==> config.mk <==
export PLATFORM = sky130hd
export DESIGN_NAME = lockstep_fault_detector
export DESIGN_NICKNAME = d
export VERILOG_FILES = /design/src/rtl/lockstep_fault_detector.sv
export SDC_FILE = /design/constraint.sdc
export NUM_CORES = 1
export LEC_CHECK = 0
export CAP_MARGIN = 20
export CORE_UTILIZATION = 25
export CTS_CLUSTER_DIAMETER = 30
export DETAILED_ROUTE_END_ITERATION = 16
export GPL_TIMING_DRIVEN = 0
export SLEW_MARGIN = 15
export SYNTH_ARGS = -nofsm -noshare
export SYNTH_HDL_FRONTEND = slang
export SYNTH_SLANG_ARGS = --single-unit
==> constraint.sdc <==
create_clock -name clk -period 1.6 [get_ports clk]
set_input_delay 0.16 -clock clk [delete_from_list [all_inputs] [get_ports clk]]
set_output_delay 0.16 -clock clk [all_outputs]
set_load 0.02 [all_outputs]
==> src/rtl/lockstep_fault_detector.sv <==
// Lockstep comparator: flags per-sample divergence between core A and core B,
// tracks consecutive-mismatch episodes and raises a sticky alarm once the run
// of mismatches reaches THRESHOLD.
module lockstep_fault_detector #(
    parameter int unsigned WIDTH     = 8,
    parameter int unsigned THRESHOLD = 3,
    parameter int unsigned CNT_W     = 8
) (
    input  logic             clk,
    input  logic             reset,
    input  logic             enable,
    input  logic             valid,
    input  logic [WIDTH-1:0] in_a,
    input  logic [WIDTH-1:0] in_b,
    input  logic             clear,
    output logic             mismatch,
    output logic             alarm,
    output logic [CNT_W-1:0] fault_count,
    output logic [WIDTH-1:0] syndrome,
    output logic [1:0]       state
);

    typedef enum logic [1:0] {
        StOk      = 2'b00,
        StSuspect = 2'b01,
        StAlarm   = 2'b10
    } state_e;

    // Run counter is wide enough for the largest legal threshold (255).
    localparam logic [7:0] THR = 8'(THRESHOLD);

    state_e           r_state;
    logic [7:0]       r_run;
    logic             r_mismatch;
    logic [CNT_W-1:0] r_fault_count;
    logic [WIDTH-1:0] r_syndrome;

    logic             w_cmp;
    logic [WIDTH-1:0] w_xor;
    logic             w_fault;
    logic [7:0]       w_run_inc;

    assign w_cmp     = enable & valid;
    assign w_xor     = in_a ^ in_b;
    assign w_fault   = w_cmp & (|w_xor);
    assign w_run_inc = r_run + 8'd1;

    // Episode FSM, run counter, syndrome capture, mismatch flag and fault count.
    always_ff @(posedge clk) begin
        if (reset) begin
            r_state       <= StOk;
            r_run         <= 8'd0;
            r_mismatch    <= 1'b0;
            r_fault_count <= '0;
            r_syndrome    <= '0;
        end else begin
            r_mismatch <= w_fault;
            // Total count ignores clear and saturates at all-ones.
            if (w_fault && (r_fault_count != {CNT_W{1'b1}})) begin
                r_fault_count <= r_fault_count + 1'b1;
            end

            if (clear) begin
                // A coincident sample is dropped for episode tracking.
                r_state    <= StOk;
                r_run      <= 8'd0;
                r_syndrome <= '0;
            end else if (w_cmp) begin
                unique case (r_state)
                    StOk: begin
                        if (w_fault) begin
                            r_syndrome <= w_xor;
                            r_run      <= 8'd1;
                            r_state    <= (THR == 8'd1) ? StAlarm : StSuspect;
                        end
                    end
                    StSuspect: begin
                        if (w_fault) begin
                            r_run <= w_run_inc;
                            if (w_run_inc == THR) begin
                                r_state <= StAlarm;
                            end
                        end else begin
                            // Syndrome of the broken episode is kept until clear.
                            r_run   <= 8'd0;
                            r_state <= StOk;
                        end
                    end
                    StAlarm: begin
                        // Sticky until clear or reset.
                    end
                    default: begin
                        r_state <= StOk;
                        r_run   <= 8'd0;
                    end
                endcase
            end
        end
    end

    assign mismatch    = r_mismatch;
    assign alarm       = (r_state == StAlarm);
    assign fault_count = r_fault_count;
    assign syndrome    = r_syndrome;
    assign state       = r_state;

endmodule

### Yosys cells after proc, flatten, opt, wreduce, memory -nomap -nowiden

Index checks and enable logic that the tools add are counted.

* equal/unequal tests: 6
* muxes and demuxes: 7
* bitwise logic cells: 4
* add/subtract/negate cells: 2
* reduce and logical (&&, ||, !) cells: 7

Operators with widths (count)
* 8-bit one-hot mux with 3 select lines: 1
* 8-bit by 1-bit adder with 8-bit output (second input constant): 2
* 8-bit 2-to-1 mux: 2
* 8-bit by 2-bit equality test with 1-bit output (second input constant): 1
* 8-bit != test (second input constant): 1
* 8-bit OR reduction: 1
* 8-bit XOR: 1
* 2-bit 2-to-1 mux: 3
* 2-bit one-hot mux with 3 select lines: 1
* 3-bit AND reduction: 2
* 4-bit AND reduction: 1
* 3-bit != test (second input constant): 1
* 1-bit bitwise AND: 2
* 2-bit by 1-bit equality test with 1-bit output (second input constant): 1
* 2-bit equality test (second input constant): 1
* 2-bit zero test: 1
* 2-bit != test (second input constant): 1
* 2-bit OR reduction: 1
* 1-bit logical AND: 1
* 1-bit NOT: 1

* register bits after elaboration: 27
* word-level logic and storage cells: 31
* output and inout port bits: 20

### Logic depth before layout (Yosys ltp)

Gate-level depths: netlist (run 1).

* word-level depth: 5
* gate-level depth with buffers: 6

### Worst setup path before layout (run 1)

Ideal clock, no wire load.

* path type: register to register
* from: register r_run[0]
* to: register r_state[0] (netlist: state[0])
* path slack: -130 ps
* buffers on the path: 0
* cell stages (with the launch flop): 7
* arrival: 1584 ps
* clock period less this slack: 1730 ps
* setup time: 146 ps
* path through: dfxtp_1 > ha_1 > and3_1 > a311oi_1 > a31oi_1 > a2111oi_1 > a221oi_1

* longest elaborated chain between the ends: 4

RTL lines
* start: declaration: line 33 `logic [7:0] r_run;`
* start signal: assignment: line 79 `r_run <= w_run_inc;`
* 8-bit by 1-bit adder with 8-bit output: line 46 `assign w_run_inc = r_run + 8'd1;`
* 8-bit by 2-bit equality test with 1-bit output: line 80 `if (w_run_inc == THR) begin`
* 3-bit != test (no line)
* 4-bit AND reduction (no line)
* end signal: assignment: line 51 `r_state <= StOk;`
* end signal: assignment: line 81 `r_state <= StAlarm;`
* end signal: assignment: line 86 `r_state <= StOk;`
* end: declaration: line 32 `state_e r_state;`

Every way passes these cells.
A chain may end at the register's enable or synchronous reset.

### Final worst setup path (run 1)

* from: register r_run[0]
* to: register r_state[1] (netlist: state[1])

The elaborated chain is that of the path after synthesis.

==> results of run 1 <==
## critical path: stages (launching register included)
cell and delay (ns):
sky130_fd_sc_hd__dfxtp_4 0.38, sky130_fd_sc_hd__ha_4 0.17, sky130_fd_sc_hd__nand3_4 0.11, sky130_fd_sc_hd__nor4b_4 0.27, sky130_fd_sc_hd__nor3_2 0.08, sky130_fd_sc_hd__a2111oi_4 0.37
sky130_fd_sc_hd__a31o_1 0.21
## through the flow
step	power, µW	setup WS [ns]	setup TNS, ns	area, µm²	hold slack [ns]
finish	1350	-0.04461	-0.04461	2476	0.2548
global route	1416	-0.08887	-0.2403	2476	0.2674
CTS	1342	-0.04855	-0.1057	2297	0.3565
detailed placement	924.9	-0.5631	-10.41	2058	0.4948
global placement	923.2	-0.5092	-9.715	2058	0.4858
floorplan	821.3	0.03480	0	1564	0.3699
## routing by layer
| metal | GRT usage (%) | up-vias |
|---|---|---|
| met2 | 22.88 | 44 |
| met1 | 17.11 | 767 |
| met4 | 3.571 | 0 |
| met3 | 2.614 | 6 |
| met5 | 0 | - |
| li1 | - | 812 |
## Yosys cell counts (2+ instances only)
| master | number | area share (%) |
|---|---|---|
| sky130_fd_sc_hd__clkbuf_1 | 4 | 0.97 |
| sky130_fd_sc_hd__dfxtp_1 | 27 | 35 |
| sky130_fd_sc_hd__nand2b_1 | 2 | 0.81 |
| sky130_fd_sc_hd__and2_1 | 2 | 0.81 |
| sky130_fd_sc_hd__o31ai_1 | 3 | 1.5 |
| sky130_fd_sc_hd__nand3_1 | 9 | 2.9 |
| sky130_fd_sc_hd__xnor2_2 | 2 | 2.1 |
| sky130_fd_sc_hd__nor4b_1 | 3 | 1.7 |
| sky130_fd_sc_hd__inv_1 | 3 | 0.73 |
| sky130_fd_sc_hd__nor2_1 | 18 | 4.4 |
| sky130_fd_sc_hd__ha_1 | 3 | 2.4 |
| sky130_fd_sc_hd__xnor2_1 | 6 | 3.4 |
| sky130_fd_sc_hd__and4_1 | 2 | 1.1 |
| sky130_fd_sc_hd__nor4_1 | 2 | 0.81 |
| sky130_fd_sc_hd__nand2_1 | 13 | 3.2 |
| sky130_fd_sc_hd__nor3_1 | 7 | 2.3 |
| sky130_fd_sc_hd__and4b_1 | 2 | 1.3 |
| sky130_fd_sc_hd__nor3b_1 | 2 | 0.97 |
| sky130_fd_sc_hd__o21ai_0 | 11 | 3.6 |
| sky130_fd_sc_hd__and4_4 | 2 | 1.5 |
| sky130_fd_sc_hd__or4_1 | 2 | 0.97 |
| sky130_fd_sc_hd__buf_2 | 4 | 1.3 |
| sky130_fd_sc_hd__or3_1 | 2 | 0.81 |
| sky130_fd_sc_hd__nor2b_1 | 5 | 2.0 |
| sky130_fd_sc_hd__nand4_1 | 5 | 2.0 |
| sky130_fd_sc_hd__a21oi_1 | 7 | 2.3 |
| sky130_fd_sc_hd__o21ai_1 | 2 | 0.65 |
| sky130_fd_sc_hd__mux2_2 | 2 | 1.5 |
| sky130_fd_sc_hd__a31oi_1 | 3 | 1.2 |
| sky130_fd_sc_hd__and3_1 | 5 | 2.0 |
| sky130_fd_sc_hd__a211oi_1 | 10 | 4.9 |
## timing repair
item | CTS | global route
endpoints found under the setup margin | 26 | 23
pin swaps | 15 | 12
resized for setup | 38 | 40
setup buffers | 12 | 8
cloned | 1 | 0
## final cells by class
cell class              instances  area share [%]
clock buffers                   4           1.819
inverters                       3          0.4548
multi-input cells             143           45.98
flip-flops and latches         27           22.59
plain buffers                   9           2.779
well taps                      75           3.790
repair buffers                 60           22.59
## report_power, final
| part | internal (µW) | switching [µW] |
|---|---|---|
| Clock | 179 | 221 |
| Combinational | 133 | 126 |
| Sequential | 681 | 10.5 |
| Total | 992 | 358 |
## worst paths after layout
path         slack, ns            from              to
max              -0.04        r_run[0]        state[1]
min               0.25         in_a[7]     syndrome[7]
max reg2reg      -0.04        r_run[0]        state[1]
min reg2reg       0.51  fault_count[5]  fault_count[5]
## kinds of logic (layout without fill, tap and decap cells)
logic type	Yosys count	in the layout	share of synthesized area [%]
and+or+nand+nor	85	85	30.39
adders and majority gates	3	3	2.431
muxes	4	4	2.836
DFF	27	27	35.01
buffers and inverters	13	76	4.295
xor gates and xnor gates	8	8	5.510
AOI/OAI and AO/OA	43	43	19.53
## sequential cells by signal, indices dropped and copies added (netlist names)
signal,flops
state,2
r_run,8
fault_count,8
mismatch,1
syndrome,8
## layout by cell type (no fill, tap or decap), drive strengths merged, types with 3 or more instances in the layout
master | Yosys | routed
nor2b | 5 | 5
and4 | 4 | 4
ha | 3 | 3
nor3 | 7 | 7
nand3 | 9 | 9
nor2 | 19 | 19
nand4 | 5 | 5
xnor2 | 8 | 8
nor4b | 3 | 3
dlygate4sd2 | 0 | 9
a211oi | 11 | 11
dlymetal6s2s | 0 | 8
a31oi | 3 | 3
o31ai | 3 | 3
clkdlybuf4s50 | 0 | 22
buf | 5 | 28
clkbuf | 4 | 6
mux2 | 3 | 3
a21oi | 7 | 7
o21ai | 13 | 13
inv | 3 | 3
dfxtp | 27 | 27
and3 | 5 | 5
nand2 | 13 | 13
==> run_results.csv, run 1 <==
group,metric,value,unit
sta,timing.final.max_slew_violations,0,
routing,drc_violation_count_after_routing,0,
place,io_buffer_count,40,
sta,timing_worst_slew_pin_value,0.4690,ns
synthesis,netlist_instances,183,
grt,grt_start_max_net_pins,15,
routing,drtPass1Iterations,4,
grt,global_route.overflow_total,0,
setup_path,worst_setup_path_end_kind,"register",
sta,max_slew_margin,68.68,%
setup_path,cp_data_required_time,1.82,ns
final_layout,share_of_post_route_cells_with_drive_strength_above_1,32.93,%
final_layout,relative_area_change_from_synthesis_to_final_layout,60.37,%
routing,route.vias.total,1629,
place,dp_hpwl,2.877,mm
sta,grt_setup_unrepaired,"yes",
synthesis,ys_seq_elements,27,
setup_path,worstSetupPathType,"reg2reg",
clocking,clkLatencyLatePin,0.27,ns
routing,wl_met3,176,µm
clocking,root_buffer,"sky130_fd_sc_hd__clkbuf_8",
run_status,outcome,"finished, violations left",
sta,fin_ws,-0.04461,ns
synthesis,ys_async_sr_fraction,0,%
routing,wl_met2,2.174,mm
min_path,hold_path.class,"in2reg",
routing,drt-met1-wl,1.937,mm
synthesis,avgSynthCellArea,8.437,µm²
final_layout,layout.area.seq,559.3,µm²
place,placed_cells_incl_taps,298,
pwr,power_per_cell_area,545.2,nW/µm²
setup_path,reg2regPathDepth,6,
floorplanning,floorplan_core_area,5956,µm²
clocking,clock_sink_count,27,
routing,detail_route.vias_per_cell,5.075,
synthesis,edff_count_synth,0,
place,routability_congestion,0.8387,
final_layout,fill_cells,606,
clocking,clock_tree.buffer_depth,2,
sta,fin_skew,0.006643,ns
floorplanning,floorplan.die.width,80.59,µm
final_layout,insertedDiodeCount,0,
routing,finalWirelength,4.342,mm
final_layout,post-route-util,41.58,%
synthesis,synth.yosys.seq_area_share,35.01,%
routing,highest_layer_used_for_signal_routing,"met4",
sta,fin_crit,1.645,ns
clocking,path_clk_slew,0.10,ns
floorplanning,die_area,6494,µm²
sta,fin_crit_sh,102.8,%
synthesis,yosysWarnings,0,
pwr,max_rail_drop_vdd,0.2987,mV
sta,max_freq,0.6080,GHz
grt,antenna_found_initial,0,
clocking,holdBufCountCts,0,
floorplanning,initial_core_utilization,25.92,%
floorplanning,die_h,80.59,µm
synthesis,synth-main-ff-cell,"sky130_fd_sc_hd__dfxtp_1",
routing,route.antenna.remaining_nets,0,
clocking,tritoncts,"built",
sta,setup_viol,1,
grt,grt.total_usage,13.43,%
job,drv_cap,0,
pwr,cellLeakagePower,0.0009489,µW
routing,route.detailed.wl_per_inst,13.53,µm
sta,finalHoldViolations,0,
setup_path,arrival,1.86,ns
routing,detailedRoute.firstIterationViolations,121,
clocking,htree_levels,1,
setup_path,crit_path_start_kind,"register",
setup_path,worst-path-max-fanout,4,
clocking,cts_inserted_buffers,3,
final_layout,multiInputGateArea,1139,µm²
min_path,cell_count_of_the_worst_hold_path,3,
synthesis,syn_nets,207,
final_layout,nNetsFinal,271,
floorplanning,standard_cell_rows,28,
floorplanning,io_pins,41,
run_status,violations,"setup timing",
synthesis,synth_cell_types,44,
synthesis,syn_area,1544,µm²
grt,grt_pass1_vias,1473,
final_layout,instances_no_fill,321,
grt,grt_first_pass_wirelength,6.796,mm
Note: power is estimated with default switching activity, not from simulation.
==> inputs of run 2 (changes only) <==
Settings changed: CORE_UTILIZATION 25 to 43, PLACE_DENSITY from default to 0.75.
==> run 2 against run 1 <==
The flow still finishes with violations (setup timing). Sequential cell count is the same. Via count grew 1.4%. Worst hold slack got worse by 0.067 ns. Register-to-register slack about the same. Design area about the same. Non-clock buffer count is the same.
==> run_results.csv, run 2 (same netlist as run 1, synthesis figures left out) <==
group,metric,value,unit
run_status,outcome,"finished, violations left",
run_status,violations,"setup timing",
setup_path,timing.critical_path.from,"r_run[1]",
clocking,path_clk_slew,0.15,ns
sta,timing.final.max_slew_violations,0,
place,dp_hpwl,2.728,mm
pwr,max_rail_drop_vdd,0.3019,mV
sta,timing_worst_slew_pin_value,0.4731,ns
final_layout,post-route-util,73.09,%
setup_path,worst-path-max-fanout,4,
pwr,cellLeakagePower,0.001023,µW
grt,antenna_found_initial,0,
clocking,clock_sink_count,27,
place,io_buffer_count,40,
clocking,cts_inserted_buffers,3,
grt,grt.total_usage,21.19,%
floorplanning,floorplan_core_area,3390,µm²
routing,route.vias.total,1652,
final_layout,nNetsFinal,271,
routing,drc_violation_count_after_routing,0,
routing,finalWirelength,4.574,mm
grt,grt_start_max_net_pins,16,
min_path,min_to,"syndrome[6]",
min_path,hold_path.class,"in2reg",
floorplanning,floorplan.die.width,61.92,µm
min_path,worst_hold_startpoint,"in_a[6]",
setup_path,worst_setup_path_end_kind,"register",
sta,fin_crit_sh,103.3,%
clocking,clkLatencyLatePin,0.34,ns
clocking,htree_levels,1,
place,routability_congestion,0.8610,
grt,groute.layer.met1.usage,26.73,%
min_path,cell_count_of_the_worst_hold_path,3,
final_layout,layout.cells.most_common,"sky130_fd_sc_hd__clkdlybuf4s50_1",
floorplanning,standard_cell_rows,21,
pwr,power_per_cell_area,519.3,nW/µm²
sta,hold_ws,0.1875,ns
sta,fin_skew,0.006933,ns
floorplanning,initial_core_utilization,45.55,%
sta,fin_ws,-0.05279,ns
sta,max_slew_margin,68.46,%
sta,grt_setup_unrepaired,"yes",
grt,global_route.overflow_total,0,
setup_path,worstSetupPathType,"reg2reg",
grt,global_route.peak_usage_layer,"met2",
sta,max_freq,0.6050,GHz
grt,grt_util_met3,6.211,%
floorplanning,io_pins,41,
final_layout,layout.cells.most_common_list,"sky130_fd_sc_hd__clkdlybuf4s50_1 (25), sky130_fd_sc_hd__buf_4 (20), sky130_fd_sc_hd__nor2_1 (18)",
clocking,holdBufCountCts,0,
floorplanning,die_area,3834,µm²
grt,groute.layer.met2.usage,33.95,%
sta,fin_crit,1.653,ns
grt,grt_pass1_vias,1327,
clocking,tritoncts,"built",
setup_path,r2r_start,"r_run[1]",
job,drv_cap,0,
final_layout,insertedDiodeCount,0,
sta,setup_viol,2,
routing,detailedRoute.firstIterationViolations,107,
sta,finalHoldViolations,0,
setup_path,crit_path_start_kind,"register",
routing,route.detailed.wl_per_inst,15.66,µm
routing,drtPass1Iterations,4,
setup_path,cp_data_required_time,1.89,ns
clocking,clock_tree.buffer_depth,2,
routing,route.antenna.remaining_nets,0,
setup_path,reg2reg_setup_slack,-0.05,ns
clocking,root_buffer,"sky130_fd_sc_hd__clkbuf_4",
routing,detail_route.vias_per_cell,5.658,
setup_path,arrival,1.95,ns
grt,grt_first_pass_wirelength,5.913,mm
final_layout,relative_area_change_from_synthesis_to_final_layout,60.45,%
floorplanning,die_h,61.92,µm
setup_path,critical_path.reg2reg.endpoint,"state[1]",
final_layout,share_of_post_route_cells_with_drive_strength_above_1,33.74,%
setup_path,reg2regPathDepth,7,
run 2: metrics by stage:
stage | cells | setup slack [ns] | instance area (µm²) | total power (µW) | setup TNS [ns]
after detailed placement | 269 | -0.5150 | 2022 | 924.9 | -9.355
after CTS | 280 | -0.09106 | 2131 | 1239 | -0.3522
after global placement | 269 | -0.4837 | 2022 | 922.8 | -9.008
after floorplan | 183 | 0.03480 | 1564 | 821.3 | 0
final | 292 | -0.05279 | 2477 | 1287 | -0.06554
after global routing | 292 | -0.1133 | 2477 | 1341 | -0.4639
run 2: how the worst max path moves through the flow:
stage / endpoint / cells after the start
floorplan: state[0] / 6
global placement: syndrome[6] / 7
detailed placement: syndrome[5] / 7
CTS: fault_count[0] / 6
global route: state[1] / 7
finish: state[1] / 7
run 2: critical path, cell delays in order (launching register included):
cell,delay [ns]
sky130_fd_sc_hd__dfxtp_4,0.38
sky130_fd_sc_hd__ha_4,0.18
sky130_fd_sc_hd__and3_4,0.19
sky130_fd_sc_hd__buf_6,0.12
sky130_fd_sc_hd__nor3_4,0.13
sky130_fd_sc_hd__nor3_2,0.08
sky130_fd_sc_hd__a2111oi_4,0.35
sky130_fd_sc_hd__a31o_1,0.19
run 2: repair_timing:
item,4_1_cts,5_1_grt
endpoints found under the hold margin,0,0
gates cloned,0,1
setup endpoints to repair,19,33
buffers inserted,7,12
pin swaps,5,15
resized for setup,11,70
run 2: final cells by class:
type,instances,area (µm²)
clock buffer,3,22.52
multi-input combinational,143,1172
timing repair buffer,60,581.8
sequential,27,563.0
inverter,3,11.26
tap,46,57.56
clock inverter,1,5.005
fill,237,912.1
buffer,9,63.81
run 2: report_power, final:
group	switching (µW)	leakage (µW)	internal, µW
logic	135	0.000781	143
clock network	221	0.0000177	94.4
registers	11.1	0.000225	681
total	368	0.00102	919
run 2: per-layer routing:
layer	vias to the layer above	share of wire, %
li1	806	-
met1	791	41
met2	50	52
met3	5	6.1
met4	0	1.2
met5	-	0
